$ cat src/rtl/lut_cfg_pkg.sv
// lut_cfg_pkg
// Shared types and sizing helpers for the runtime-programmable LUT neuron
// configuration writer (lut_neuron_cfg_writer and lut_table_bank).
//   state_t  : writer FSM states (IDLE, LOAD, COMMIT)
//   TBL_BITS : total truth-table bits for a given fan-in / output width
//   BEATS    : number of config beats needed to fill one table
//   CNT_W    : width of the beat counter (never narrower than 1 bit)
package lut_cfg_pkg;

  typedef enum logic [1:0] {
    IDLE,
    LOAD,
    COMMIT
  } state_t;

  function automatic int TBL_BITS(input int in_bits, input int out_bits);
    return (1 << in_bits) * out_bits;
  endfunction

  function automatic int BEATS(input int in_bits, input int out_bits, input int cfg_w);
    return TBL_BITS(in_bits, out_bits) / cfg_w;
  endfunction

  // A single-beat table still needs a 1-bit counter to index with.
  function automatic int CNT_W(input int beats);
    return (beats > 1) ? $clog2(beats) : 1;
  endfunction

endpackage

$ cat src/rtl/lut_table_bank.sv
// lut_table_bank
// Storage for the LUT neuron truth table: a shadow copy filled beat by beat
// and an active copy that evaluation reads. The shadow is never visible to
// evaluation; the active copy only changes on a commit.
// Ports:
//   clk, rst        : clock, asynchronous active-high reset
//   beat_we         : write beat_data into shadow slice beat_idx
//   beat_idx        : beat slot, slice [beat_idx*CFG_W +: CFG_W]
//   beat_data       : config beat payload
//   commit          : copy shadow into active at the next edge
//   eval_valid      : lookup request
//   eval_in         : lookup address
//   eval_out        : registered table entry, holds when no request
//   eval_out_valid  : eval_valid delayed by one cycle
module lut_table_bank
  import lut_cfg_pkg::*;
#(
  parameter int IN_BITS  = 6,
  parameter int OUT_BITS = 1,
  parameter int CFG_W    = 8,
  parameter int CNT_BITS = 3
) (
  input  logic                clk,
  input  logic                rst,
  input  logic                beat_we,
  input  logic [CNT_BITS-1:0] beat_idx,
  input  logic [CFG_W-1:0]    beat_data,
  input  logic                commit,
  input  logic                eval_valid,
  input  logic [IN_BITS-1:0]  eval_in,
  output logic [OUT_BITS-1:0] eval_out,
  output logic                eval_out_valid
);

  localparam int TBITS = TBL_BITS(IN_BITS, OUT_BITS);

  logic [TBITS-1:0]    shadow_q, shadow_d;
  logic [TBITS-1:0]    active_q, active_d;
  logic [OUT_BITS-1:0] eval_out_q, eval_out_d;
  logic                eval_out_valid_q, eval_out_valid_d;

  // A lookup in the commit cycle reads active_q, i.e. the old table; the
  // new table is visible to requests issued from the following cycle on.
  always_comb begin
    shadow_d         = shadow_q;
    active_d         = active_q;
    eval_out_d       = eval_out_q;
    eval_out_valid_d = eval_valid;
    if (beat_we) begin
      shadow_d[beat_idx * CFG_W +: CFG_W] = beat_data;
    end
    if (commit) begin
      active_d = shadow_q;
    end
    if (eval_valid) begin
      eval_out_d = active_q[eval_in * OUT_BITS +: OUT_BITS];
    end
  end

  always_ff @(posedge clk or posedge rst) begin
    if (rst) begin
      shadow_q         <= '0;
      active_q         <= '0;
      eval_out_q       <= '0;
      eval_out_valid_q <= 1'b0;
    end else begin
      shadow_q         <= shadow_d;
      active_q         <= active_d;
      eval_out_q       <= eval_out_d;
      eval_out_valid_q <= eval_out_valid_d;
    end
  end

  assign eval_out       = eval_out_q;
  assign eval_out_valid = eval_out_valid_q;

endmodule

$ cat src/rtl/lut_neuron_cfg_writer.sv
// lut_neuron_cfg_writer
// Writer side of a runtime-programmable LUT neuron. Config beats arrive over
// a valid/ready stream into a shadow table; once all beats are in, the table
// commits atomically into the active table that answers lookups.
// Optional feature macro: CFG_PARITY_EN adds cfg_parity (even parity over
// cfg_data); a bad beat aborts the load without touching the active table.
// Ports:
//   clk, rst        : clock, asynchronous active-high reset
//   cfg_start       : pulse, begin (or restart) a load
//   cfg_valid/ready : config beat handshake
//   cfg_data        : beat k bit j = table bit k*CFG_W+j
//   cfg_parity      : (CFG_PARITY_EN only) even parity of cfg_data
//   cfg_done        : one-cycle pulse after a commit
//   cfg_error       : sticky abort flag, cleared by next commit
//   tbl_loaded      : active table committed at least once since reset
//   eval_valid/in   : lookup request and address
//   eval_out/valid  : registered lookup result, latency 1
module lut_neuron_cfg_writer
  import lut_cfg_pkg::*;
#(
  parameter int IN_BITS  = 6,
  parameter int OUT_BITS = 1,
  parameter int CFG_W    = 8
) (
  input  logic                clk,
  input  logic                rst,
  input  logic                cfg_start,
  input  logic                cfg_valid,
  output logic                cfg_ready,
  input  logic [CFG_W-1:0]    cfg_data,
`ifdef CFG_PARITY_EN
  input  logic                cfg_parity,
`endif
  output logic                cfg_done,
  output logic                cfg_error,
  output logic                tbl_loaded,
  input  logic                eval_valid,
  input  logic [IN_BITS-1:0]  eval_in,
  output logic [OUT_BITS-1:0] eval_out,
  output logic                eval_out_valid
);

  localparam int NUM_BEATS = BEATS(IN_BITS, OUT_BITS, CFG_W);
  localparam int CNT_BITS  = CNT_W(NUM_BEATS);

  state_t              state_q, state_d;
  logic [CNT_BITS-1:0] cnt_q, cnt_d;
  logic                err_q, err_d;
  logic                loaded_q, loaded_d;
  logic                done_q, done_d;
  logic                ready;
  logic                beat_we;
  logic                commit;
  logic                parity_bad;

`ifdef CFG_PARITY_EN
  assign parity_bad = (cfg_parity != (^cfg_data));
`else
  assign parity_bad = 1'b0;
`endif

  // Next-state and handshake logic. A cfg_start seen in LOAD restarts the
  // load and deliberately refuses any beat presented in that same cycle, so
  // the first beat of the new load always lands in slot 0.
  always_comb begin
    state_d  = state_q;
    cnt_d    = cnt_q;
    err_d    = err_q;
    loaded_d = loaded_q;
    done_d   = 1'b0;
    ready    = 1'b0;
    beat_we  = 1'b0;
    commit   = 1'b0;
    unique case (state_q)
      IDLE: begin
        if (cfg_start) begin
          state_d = LOAD;
          cnt_d   = '0;
        end
      end
      LOAD: begin
        if (cfg_start) begin
          cnt_d = '0;
          err_d = 1'b1;
        end else begin
          ready = 1'b1;
          if (cfg_valid) begin
            if (parity_bad) begin
              err_d   = 1'b1;
              cnt_d   = '0;
              state_d = IDLE;
            end else begin
              beat_we = 1'b1;
              cnt_d   = cnt_q + 1'b1;
              if (cnt_q == CNT_BITS'(NUM_BEATS - 1)) begin
                state_d = COMMIT;
              end
            end
          end
        end
      end
      COMMIT: begin
        commit   = 1'b1;
        done_d   = 1'b1;
        err_d    = 1'b0;
        loaded_d = 1'b1;
        state_d  = IDLE;
      end
      default: begin
        state_d = IDLE;
      end
    endcase
  end

  always_ff @(posedge clk or posedge rst) begin
    if (rst) begin
      state_q  <= IDLE;
      cnt_q    <= '0;
      err_q    <= 1'b0;
      loaded_q <= 1'b0;
      done_q   <= 1'b0;
    end else begin
      state_q  <= state_d;
      cnt_q    <= cnt_d;
      err_q    <= err_d;
      loaded_q <= loaded_d;
      done_q   <= done_d;
    end
  end

  assign cfg_ready  = ready;
  assign cfg_done   = done_q;
  assign cfg_error  = err_q;
  assign tbl_loaded = loaded_q;

  lut_table_bank #(
    .IN_BITS (IN_BITS),
    .OUT_BITS(OUT_BITS),
    .CFG_W   (CFG_W),
    .CNT_BITS(CNT_BITS)
  ) u_bank (
    .clk           (clk),
    .rst           (rst),
    .beat_we       (beat_we),
    .beat_idx      (cnt_q),
    .beat_data     (cfg_data),
    .commit        (commit),
    .eval_valid    (eval_valid),
    .eval_in       (eval_in),
    .eval_out      (eval_out),
    .eval_out_valid(eval_out_valid)
  );

endmodule

$ cat config.mk
export PLATFORM = sky130hd
export DESIGN_NAME = lut_neuron_cfg_writer
export DESIGN_NICKNAME = d
export VERILOG_FILES = /design/src/rtl/lut_cfg_pkg.sv /design/src/rtl/lut_table_bank.sv /design/src/rtl/lut_neuron_cfg_writer.sv
export SDC_FILE = /design/constraint.sdc
export NUM_CORES = 1
export LEC_CHECK = 0
export BUFFER_PORTS_ARGS = -buffer_cell sky130_fd_sc_hd__buf_2
export CAP_MARGIN = 20
export CELL_PAD_IN_SITES_DETAIL_PLACEMENT = 0
export CELL_PAD_IN_SITES_GLOBAL_PLACEMENT = 1
export CORE_ASPECT_RATIO = 0.9
export CORE_MARGIN = 2
export CORE_UTILIZATION = 35
export CTS_CLUSTER_SIZE = 20
export DETAILED_ROUTE_END_ITERATION = 6
export GPL_TIMING_DRIVEN = 0
export PLACE_DENSITY_LB_ADDON = 0.1
export SLEW_MARGIN = 20
export SYNTH_ARGS = -nofsm -noshare
export SYNTH_HDL_FRONTEND = slang
export SYNTH_HIERARCHICAL = 1
export SYNTH_SLANG_ARGS = --single-unit
$ cat constraint.sdc
create_clock -name clk -period 3.53 [get_ports clk]
set_input_delay 0.353 -clock clk [delete_from_list [all_inputs] [get_ports clk]]
set_output_delay 0.353 -clock clk [all_outputs]
set_load 0.01 [all_outputs]
==> results.cfg <==
[run_status]
outcome = complete, no violations

[clocking]
h-tree-depth = 4
cts.repair_timing.setup_buffer_count = 0
cts-resized-gates = 0
cts.sinks = 138
cts_max_path_buffers = 2
clock_tree_from_tritoncts = done
clock_latency_ps = 420
cts_buffers = 17
clockRootBuffer = sky130_fd_sc_hd__clkbuf_16
clkTransAtPathRegs_ps = 60
post_cts_hold_buffer_count = 1

[setup_path]
timing.critical_path.required_ps = 3830
end_kind = flip-flop
worst-r2r-setup-slack_ps = 560
worst_r2r_startpoint = cnt_q[0]
path_class = reg -> reg
depth_of_the_worst_register_to_register_path = 8
worstSetupStartpointType = flip-flop
cp_max_fo = 10
critPathArrivalTime_ps = 3270
worst_r2r_endpoint = u_bank/shadow_q[6]

[logic_synthesis]
ys_async_sr_fraction_pct = 100
yosys_warnings = 6
post_synth.cell_area_avg_um2 = 12.9
synth_fp_nets = 485
synth_sequential_area_ratio_pct = 57.9
distinct_cell_type_count_of_the_synthesized_netlist = 38
mappedNetlistArea_um2 = 5970
synth_ff_type = sky130_fd_sc_hd__dfrtp_1
synth_edf_count = 0
postSynthCellCount = 461
postSynthRegisterBits = 138

[final_layout]
multiInputGateArea_um2 = 2350
layout.area.seq_um2 = 3450
leading_cell_type_in_the_layout_fill_and_taps_excluded = sky130_fd_sc_hd__dfrtp_1
number_of_inserted_filler_cells_in_the_final_layout = 1610
fraction_of_layout_cells_with_a_size_suffix_above_1_pct = 28.0
syn2layout_area_growth_pct = 17.4
finish.net_count = 531
most-common-layout-cells = sky130_fd_sc_hd__dfrtp_1 (138), sky130_fd_sc_hd__nand2_1 (73), sky130_fd_sc_hd__mux2_2 (72)
insertedDiodeCount = 0

[place]
port-buffer-count = 22
dpl.hpwl_um = 10100
gp_congestion = 0.734

[hold_path]
min_delay_path_depth = 1
worst_hold_path.endpoint = u_bank/eval_out_valid
worstHoldPathType = in -> reg
hp-start = eval_valid

[sta]
skew_ps = 11.6
rsz0062_at_grt = no
period_minus_slack_ps = 2970
relSlewSlack_pct = 52.2
number_of_hold_slack_violations_in_the_final_timing_report = 0
setup_tns_ps = 0
layout_worst_path_cycle_share_pct = 84.1
max_slew.worst_pin.slew_ps = 717
report.final.slew_viol_count = 0
final.hold.worst_slack_ps = 94.6
fmax_ghz = 0.337
final-setup-viol-count = 0

[floorplanning]
std_cell_rows = 45
dieArea_um2 = 18100
ios = 25
floorplan.initialDensity_pct = 35.6
die_outline_height_um = 128
dieWidth_um = 142
core_area_um2 = 16800

[route]
route.detailed.drc = 0
finalWirelength_um = 14800
antenna_violation_net_count_after_detailed_routing = 0
met2RoutedLength_um = 6950
detailroute.via_count = 3750
maxUsedRoutingLayer = met4
avgRoutedWirePerCell_um = 20.2
detail_route.vias_per_cell = 5.14
wl_met3_um = 487
met1_length_um = 7110
initialDrtViolationCount = 235
firstDrtPassIters = 4

[power]
leakage_dissipation_uw = 0.00329
max-vdd-ir-drop_mv = 0.322
power_density_nw_per_um2 = 522
power_total_uw = 3660

[global_routing]
vias_in_the_first_global_route = 3947
antenna_violations_before_repair = 0
grt_max_degree = 36
grtUsageTotal_pct = 17.8
global_route.overflow_total = 0
grt_first_pass_wirelength_um = 23400

[flow_run]
max_cap_violations = 0
-- sequential cells by signal (all words and copies together) (netlist names) --
name and cells:
cnt_q 3, tbl_loaded 1, u_bank/eval_out_valid 1, u_bank/active_q 64, u_bank/shadow_q 64, state_q 2, cfg_done 1, cfg_error 1
u_bank/eval_out 1
-- area by class of cell --
type                    instances  area share [%]
repair buffers                 27            2.86
clock buffers                  22            6.77
multi-input cells             292            33.6
flip-flops and latches        138            49.3
inverters                       8           0.482
plain buffers                  23            1.88
clock inverters                 8            1.36
well taps                     211            3.77
-- worst max path at each step --
stage	from	end	slack (ps)	depth (start not counted)
3_3_place_gp	cnt_q[0]	u_bank/shadow_q[5]	600	8
3_5_place_dp	cnt_q[0]	u_bank/shadow_q[6]	580	8
5_1_grt	cnt_q[0]	u_bank/shadow_q[3]	290	8
2_1_floorplan	cnt_q[0]	u_bank/shadow_q[0]	1290	8
4_1_cts	cnt_q[0]	u_bank/shadow_q[6]	560	8
6_report	cnt_q[0]	u_bank/shadow_q[6]	560	8
-- report_power, final --
group / leakage, uW / switching [uW] / internal (uW)
Sequential: 0.00190 / 27.2 / 1640
Combinational: 0.00112 / 167 / 100
Clock: 0.000278 / 642 / 1080
Total: 0.00329 / 836 / 2820
-- logic make-up after synthesis --
family	share of synthesized area, %
simple gates	8.81
mux	21.0
fa+ha+maj	1.05
compound gates	8.52
buf+inv	2.71
flops	57.9
-- cells in the mapped netlist (2+ instances only) --
library cell	n	area, um2
sky130_fd_sc_hd__or2_2	2	12.5
sky130_fd_sc_hd__nor2_1	6	22.5
sky130_fd_sc_hd__nor3b_2	2	25.0
sky130_fd_sc_hd__a21oi_1	3	15.0
sky130_fd_sc_hd__buf_2	3	15.0
sky130_fd_sc_hd__ha_1	5	62.6
sky130_fd_sc_hd__nand2_1	73	274
sky130_fd_sc_hd__a22o_1	2	17.5
sky130_fd_sc_hd__a22oi_1	4	30.0
sky130_fd_sc_hd__inv_1	8	30.0
sky130_fd_sc_hd__a31oi_1	2	12.5
sky130_fd_sc_hd__buf_4	2	15.0
sky130_fd_sc_hd__mux4_2	2	45.0
sky130_fd_sc_hd__a311oi_1	2	17.5
sky130_fd_sc_hd__mux4_1	7	184
sky130_fd_sc_hd__nor2b_1	4	25.0
sky130_fd_sc_hd__dfrtp_1	138	3450
sky130_fd_sc_hd__o31ai_1	44	330
sky130_fd_sc_hd__o41ai_1	2	17.5
sky130_fd_sc_hd__mux2i_1	20	200
sky130_fd_sc_hd__nand3_1	9	45.0
sky130_fd_sc_hd__mux2_2	72	811
sky130_fd_sc_hd__nand2b_1	11	68.8
sky130_fd_sc_hd__o21ai_0	10	50.1
sky130_fd_sc_hd__clkbuf_1	15	56.3
-- metrics by stage --
stage | util (%) | cell area (um2) | cells | setup slack (ps)
after floorplan | - | 5970 | 461 | 1290
after global placement | 37.8 | 6340 | 694 | 598
after detailed placement | 38.3 | 6420 | 698 | 583
after CTS | 41.7 | 7000 | 729 | 561
after global routing | 41.7 | 7000 | 729 | 293
final | 41.7 | 7000 | 729 | 560
-- critical path: stages (launching register included) --
cell and delay (ps):
sky130_fd_sc_hd__dfrtp_1 390, sky130_fd_sc_hd__buf_2 250, sky130_fd_sc_hd__inv_1 140, sky130_fd_sc_hd__ha_1 240, sky130_fd_sc_hd__ha_1 290, sky130_fd_sc_hd__clkbuf_1 240, sky130_fd_sc_hd__nor2_1 280, sky130_fd_sc_hd__nand4_1 550
sky130_fd_sc_hd__mux2_2 480
-- layer usage --
metal | vias to the layer above | track usage (%)
met3 | 11 | 4.59
li1 | 1770 | -
met4 | 0 | 5.82
met1 | 1921 | 24.2
met5 | - | 0
met2 | 48 | 28.0
Power figures use the tool's default switching activity.
